### src/rtl/pipeline_control_unit_pkg.sv
// Shared definitions for the pipeline stall/flush sequencer: refill FSM states
// and instruction-cache line geometry.
package pipeline_control_unit_pkg;

   typedef enum logic [1:0] {
      ST_IDLE = 2'd0,
      ST_REQ  = 2'd1,
      ST_WAIT = 2'd2,
      ST_FILL = 2'd3
   } refill_state_e;

   // log2 of the 16-byte (128-bit) refill line
   localparam int LINE_OFFSET = 4;

endpackage

### src/rtl/pipeline_control_unit_hazard_detect.sv
// Load-use comparator: flags a decode instruction that reads the destination
// of a load still sitting in ID/EX. Purely combinational.
module hazard_detect
   import pipeline_control_unit_pkg::*;
#(
   parameter int REG_W = 5
) (
   input  logic             idex_memread,
   input  logic [REG_W-1:0] idex_rt,
   input  logic [REG_W-1:0] id_rs,
   input  logic [REG_W-1:0] id_rt,
   output logic             load_use
);

   // $zero is never a real dependency
   assign load_use = idex_memread && (idex_rt != '0) &&
                     ((idex_rt == id_rs) || (idex_rt == id_rt));

endmodule

### src/rtl/pipeline_control_unit.sv
// Stall/flush sequencer for the 5-stage pipeline: I-cache refill FSM, load-use
// stall, MEM-stage branch flush and saturating miss/stall counters.
module pipeline_control_unit
   import pipeline_control_unit_pkg::*;
#(
   parameter int ADDR_W         = 32,
   parameter int REG_W          = 5,
   parameter int REFILL_TIMEOUT = 255,
   parameter int CNT_W          = 32
) (
   input  logic              clk,
   input  logic              rst,
   input  logic              if_hit,
   input  logic [ADDR_W-1:0] if_pc,
   output logic              mem_req,
   output logic [ADDR_W-1:0] mem_addr,
   input  logic              mem_gnt,
   input  logic              mem_rvalid,
   output logic              fill_en,
   input  logic [REG_W-1:0]  id_rs,
   input  logic [REG_W-1:0]  id_rt,
   input  logic              idex_memread,
   input  logic [REG_W-1:0]  idex_rt,
   input  logic              exmem_pcsrc,
   output logic              pc_write,
   output logic              ifid_write,
   output logic              ifid_flush,
   output logic              idex_bubble,
   output logic              exmem_flush,
   output logic              refill_busy,
   output logic              refill_err,
   output logic [CNT_W-1:0]  miss_cnt,
   output logic [CNT_W-1:0]  stall_cnt
);

   localparam int                TMO_W     = $clog2(REFILL_TIMEOUT + 1);
   localparam logic [TMO_W-1:0]  TMO_LAST  = TMO_W'(REFILL_TIMEOUT - 1);
   localparam logic [ADDR_W-1:0] LINE_MASK = ~ADDR_W'((1 << LINE_OFFSET) - 1);

   function automatic logic [CNT_W-1:0] sat_inc(input logic [CNT_W-1:0] v);
      return (&v) ? v : v + CNT_W'(1);
   endfunction

   refill_state_e     state_q, state_d;
   logic [TMO_W-1:0]  tmo_q, tmo_d;
   logic              mem_req_q, mem_req_d;
   logic              fill_en_q, fill_en_d;
   logic              refill_err_q, refill_err_d;
   logic [CNT_W-1:0]  miss_cnt_q, miss_cnt_d;
   logic [CNT_W-1:0]  stall_cnt_q, stall_cnt_d;
   logic [ADDR_W-1:0] mem_addr_q, mem_addr_d;
   logic              load_use;
   logic              miss_stall;

   hazard_detect #(
      .REG_W(REG_W)
   ) u_hazard (
      .idex_memread(idex_memread),
      .idex_rt     (idex_rt),
      .id_rs       (id_rs),
      .id_rt       (id_rt),
      .load_use    (load_use)
   );

   // The miss stall covers the detect cycle as well as every non-IDLE state
   assign miss_stall = (state_q != ST_IDLE) || !if_hit;

   always_comb begin
      pc_write    = 1'b0;
      ifid_write  = 1'b0;
      ifid_flush  = 1'b0;
      idex_bubble = 1'b0;
      exmem_flush = 1'b0;
      if (rst) begin
         pc_write   = 1'b0;
         ifid_write = 1'b0;
      end else if (exmem_pcsrc) begin
         pc_write    = 1'b1;
         ifid_write  = 1'b1;
         ifid_flush  = 1'b1;
         idex_bubble = 1'b1;
         exmem_flush = 1'b1;
      end else begin
         pc_write    = !(miss_stall || load_use);
         ifid_write  = !load_use;
         ifid_flush  = miss_stall && !load_use;
         idex_bubble = load_use;
      end
   end

   always_comb begin
      state_d      = state_q;
      tmo_d        = tmo_q;
      mem_req_d    = mem_req_q;
      fill_en_d    = 1'b0;
      refill_err_d = refill_err_q;
      miss_cnt_d   = miss_cnt_q;
      stall_cnt_d  = pc_write ? stall_cnt_q : sat_inc(stall_cnt_q);
      mem_addr_d   = mem_addr_q;
      case (state_q)
         ST_IDLE: begin
            if (!if_hit) begin
               state_d    = ST_REQ;
               mem_req_d  = 1'b1;
               mem_addr_d = if_pc & LINE_MASK;
               miss_cnt_d = sat_inc(miss_cnt_q);
               tmo_d      = '0;
            end
         end
         ST_REQ: begin
            if (mem_gnt) begin
               state_d   = ST_WAIT;
               mem_req_d = 1'b0;
               tmo_d     = '0;
            end
         end
         ST_WAIT: begin
            // A returning line wins over a timeout in the same cycle
            if (mem_rvalid) begin
               state_d   = ST_FILL;
               fill_en_d = 1'b1;
               tmo_d     = '0;
            end else if (tmo_q == TMO_LAST) begin
               state_d      = ST_REQ;
               mem_req_d    = 1'b1;
               refill_err_d = 1'b1;
               tmo_d        = '0;
            end else begin
               tmo_d = tmo_q + TMO_W'(1);
            end
         end
         ST_FILL: state_d = ST_IDLE;
         default: state_d = ST_IDLE;
      endcase
   end

   always_ff @(posedge clk or posedge rst) begin
      if (rst) begin
         state_q      <= ST_IDLE;
         tmo_q        <= '0;
         mem_req_q    <= 1'b0;
         fill_en_q    <= 1'b0;
         refill_err_q <= 1'b0;
         miss_cnt_q   <= '0;
         stall_cnt_q  <= '0;
      end else begin
         state_q      <= state_d;
         tmo_q        <= tmo_d;
         mem_req_q    <= mem_req_d;
         fill_en_q    <= fill_en_d;
         refill_err_q <= refill_err_d;
         miss_cnt_q   <= miss_cnt_d;
         stall_cnt_q  <= stall_cnt_d;
      end
   end

   // Address is only meaningful while mem_req is up, so it carries no reset
   always_ff @(posedge clk) begin
      mem_addr_q <= mem_addr_d;
   end

   assign mem_req     = mem_req_q;
   assign mem_addr    = mem_addr_q;
   assign fill_en     = fill_en_q;
   assign refill_busy = (state_q != ST_IDLE);
   assign refill_err  = refill_err_q;
   assign miss_cnt    = miss_cnt_q;
   assign stall_cnt   = stall_cnt_q;

endmodule

### config.mk
export PLATFORM = sky130hd
export DESIGN_NAME = pipeline_control_unit
export DESIGN_NICKNAME = d
export VERILOG_FILES = /design/src/rtl/pipeline_control_unit_pkg.sv /design/src/rtl/pipeline_control_unit_hazard_detect.sv /design/src/rtl/pipeline_control_unit.sv
export SDC_FILE = /design/constraint.sdc
export NUM_CORES = 1
export LEC_CHECK = 0
export ABC_AREA = 1
export ABC_CLOCK_PERIOD_IN_PS = 3340
export CAP_MARGIN = 25
export CORE_ASPECT_RATIO = 1.2
export CORE_MARGIN = 2
export CORE_UTILIZATION = 49
export DETAILED_ROUTE_END_ITERATION = 10
export PLACE_DENSITY = 0.78
export RECOVER_POWER = 50
export SYNTH_ARGS = -nofsm -noshare
export SYNTH_HDL_FRONTEND = slang
export SYNTH_SLANG_ARGS = --single-unit
export TNS_END_PERCENT = 100
### constraint.sdc
create_clock -name clk -period 3.34 [get_ports clk]
set_input_delay 0.334 -clock clk [delete_from_list [all_inputs] [get_ports clk]]
set_output_delay 0.334 -clock clk [all_outputs]
set_load 0.01 [all_outputs]
==> flow_summary.ini <==
[drt]
ant_nets = 0
drc = 0
wl_per_cell_um = 14.1
via_count = 5475
first_iter_violations = 272
via_per_inst = 5.03
drt_pass1_iterations = 5
wl_mm = 15.3

[cells_and_area]
final_cells = 1088
area_delta_synth_final_pct = 31.9
layout_common_cells = nand2_1, clkdlybuf4s50_1, inv_1, nor2_1, dfrtp_1
design_area_um2 = 7870
drive_gt1_share_pct = 5.83
antenna_cells = 0
final_common_cell = nand2_1
utilization_pct = 65.5
fill_cells = 1093
register_area_um2 = 2770
fin_nets = 980
multiInputGateArea_um2 = 2720

[synth]
post_synth_instance_area_um2 = 5960
synth_top_area_cell = dfrtp_1
synth_seq_area_share_pct = 46.4
synth_top_area_share_pct = 32.3
yosys_most_used_dff = dfrtp_1
async_flop_share_pct = 73.3
syn_avg_cell_area_um2 = 7.76
ys_warn_count = 0
synth_seq_cells = 105
synth_cell_types = 40
syn_inst = 769
synth_edf_count = 28
synthTopCellsByArea = dfrtp_1, nand2_1, edfxtp_1

[grt]
antenna_found_initial = 0
gr-total-overflow = 0
grt_pass1_vias = 5169
grt_max_degree = 46
grt_pass1_wl_mm = 25.2
track_usage_pct = 24.1

[die]
die_h_um = 125
placementRows = 44
die_w_um = 105
dieArea_um2 = 13100
core_area_um2 = 12000
start_util_pct = 49.7
pin_count = 159

[setup_path]
cp.required_ns = 3.57
arrival_ns = 2.99
cp-end-kind = flip-flop
path_class = flip-flop to flip-flop
path_max_fanout = 29
start_kind = flip-flop

[clock_network]
clock-sinks = 105
cts_made_buffers = 9
cts_max_path_buffers = 2
cts_resized = 0
clk_pin_slew_ns = 0.07
clock-root-buffer = clkbuf_16
post-cts-setup-buffers = 0
cts_max_level = 3
cts_tree = done
clock_latency_ns = 0.35
cts-hold-fix-buffers = 0

[sta]
fin_tns_setup_ns = 0
slew_headroom_pct = -17.3
skew_ns = 0.00684
slew_viol_final = 63
final.period_utilization_pct = 82.8
fin_hold_ws_ns = 0.491
timing_hold_violations_final = 0
setup-violations-final = 0
layout_min_cycle_time_ns = 2.77
rsz0062_at_grt = no
tightest_slew_ns = 1.76
max_freq_mhz = 361
setup_ws_ns = 0.573

[power_and_ir_drop]
leakage_nw = 3.45
power_density_nw_per_um2 = 505
p_total_mw = 3.97
ir_drop_uv = 350

[run_status]
violations = max-capacitance violations, max-slew violations
outcome = finished, violations left

[placed_design]
post-place-ws_ns = 0.800
hpwl_mm = 11.5
gp_congestion = 0.883
io_buffers = 150
placed_cells = 1072
place_area_um2 = 7610

[job]
max_cap_violations = 2

[hold_path]
hold_path.class = flip-flop to flip-flop
==> flip-flops by register name (all words and copies together) (netlist names) <==
name,cells
mem_req,1
fill_en,1
refill_err,1
miss_cnt,32
mem_addr,28
tmo_q,8
state_q,2
stall_cnt,32
==> path summary, 6_finish.rpt <==
kind | cells past startpoint | slack, ns | from | to
min reg2reg | 2 | 0.49 | mem_req$_DFFE_PP0P_ | mem_req$_DFFE_PP0P_
max | 6 | 0.57 | state_q[0]$_DFFE_PP0P_ | miss_cnt[20]$_DFFE_PP0P_
min in group asynchronous | 3 | 0.99 | rst | mem_req$_DFFE_PP0P_
min | 2 | 0.49 | mem_req$_DFFE_PP0P_ | mem_req$_DFFE_PP0P_
max reg2reg | 6 | 0.57 | state_q[0]$_DFFE_PP0P_ | miss_cnt[20]$_DFFE_PP0P_
max in group asynchronous | 3 | 1.09 | rst | stall_cnt[4]$_DFFE_PP0P_
==> synth_stat cells (2+ instances only) <==
cell	instances
nand4_1	18
o21ai_1	2
o21ai_2	11
nor3_1	24
nand2_1	255
nor2_4	2
dfrtp_1	77
nand3b_1	5
nor2_1	80
edfxtp_1	28
a21oi_1	4
nand3_1	60
inv_2	3
and3_1	2
buf_4	7
xnor2_1	9
nand3_2	3
inv_1	93
nand3b_2	3
buf_6	4
buf_2	5
xor2_1	31
ha_1	4
nor3_2	5
o21ai_0	17
nand2_2	3
==> cell families (layout without fill, tap and decap cells) <==
group	count (synthesis)	in the layout	share of synthesized area, %
xor gates and xnor gates	40	40	5.87
and+or+nand+nor	466	466	34.4
adders and majority gates	4	4	0.839
DFF	105	105	46.4
other	1	4	0.0629
AOI/OAI and AO/OA	39	39	4.20
buffers and inverters	114	269	8.26
==> where the power goes <==
group	total, mW	internal, mW	switching, mW	leakage (nW)
Sequential	1.74	1.54	0.200	1.31
Clock	1.01	0.513	0.496	0.135
Combinational	1.22	0.542	0.682	2.01
==> critical path: stages (launching register included) <==
cell	delay, ns
dfrtp_1	0.41
inv_1	0.13
nand2_1	0.08
nor2_1	0.25
clkbuf_1	1.31
nand4_1	0.25
xnor2_1	0.21
==> cell type report <==
class,instances,share of cell area [%]
clock buffer,9,2.86
clock inverter,7,0.652
timing repair buffer,156,19.5
tap,161,2.56
sequential,105,35.2
inverter,97,4.68
multi-input combinational,553,34.5
==> metal layers <==
metal	global-route usage, %	wire length [um]	vias up	share of wire (%)
met5	0	0	-	0
met4	9.33	364	0	2.4
met3	2.88	707	33	4.6
met2	41.8	7660	159	50
met1	30.7	6590	2533	43
li1	-	-	2750	-
(Power assumes the default switching activity.)
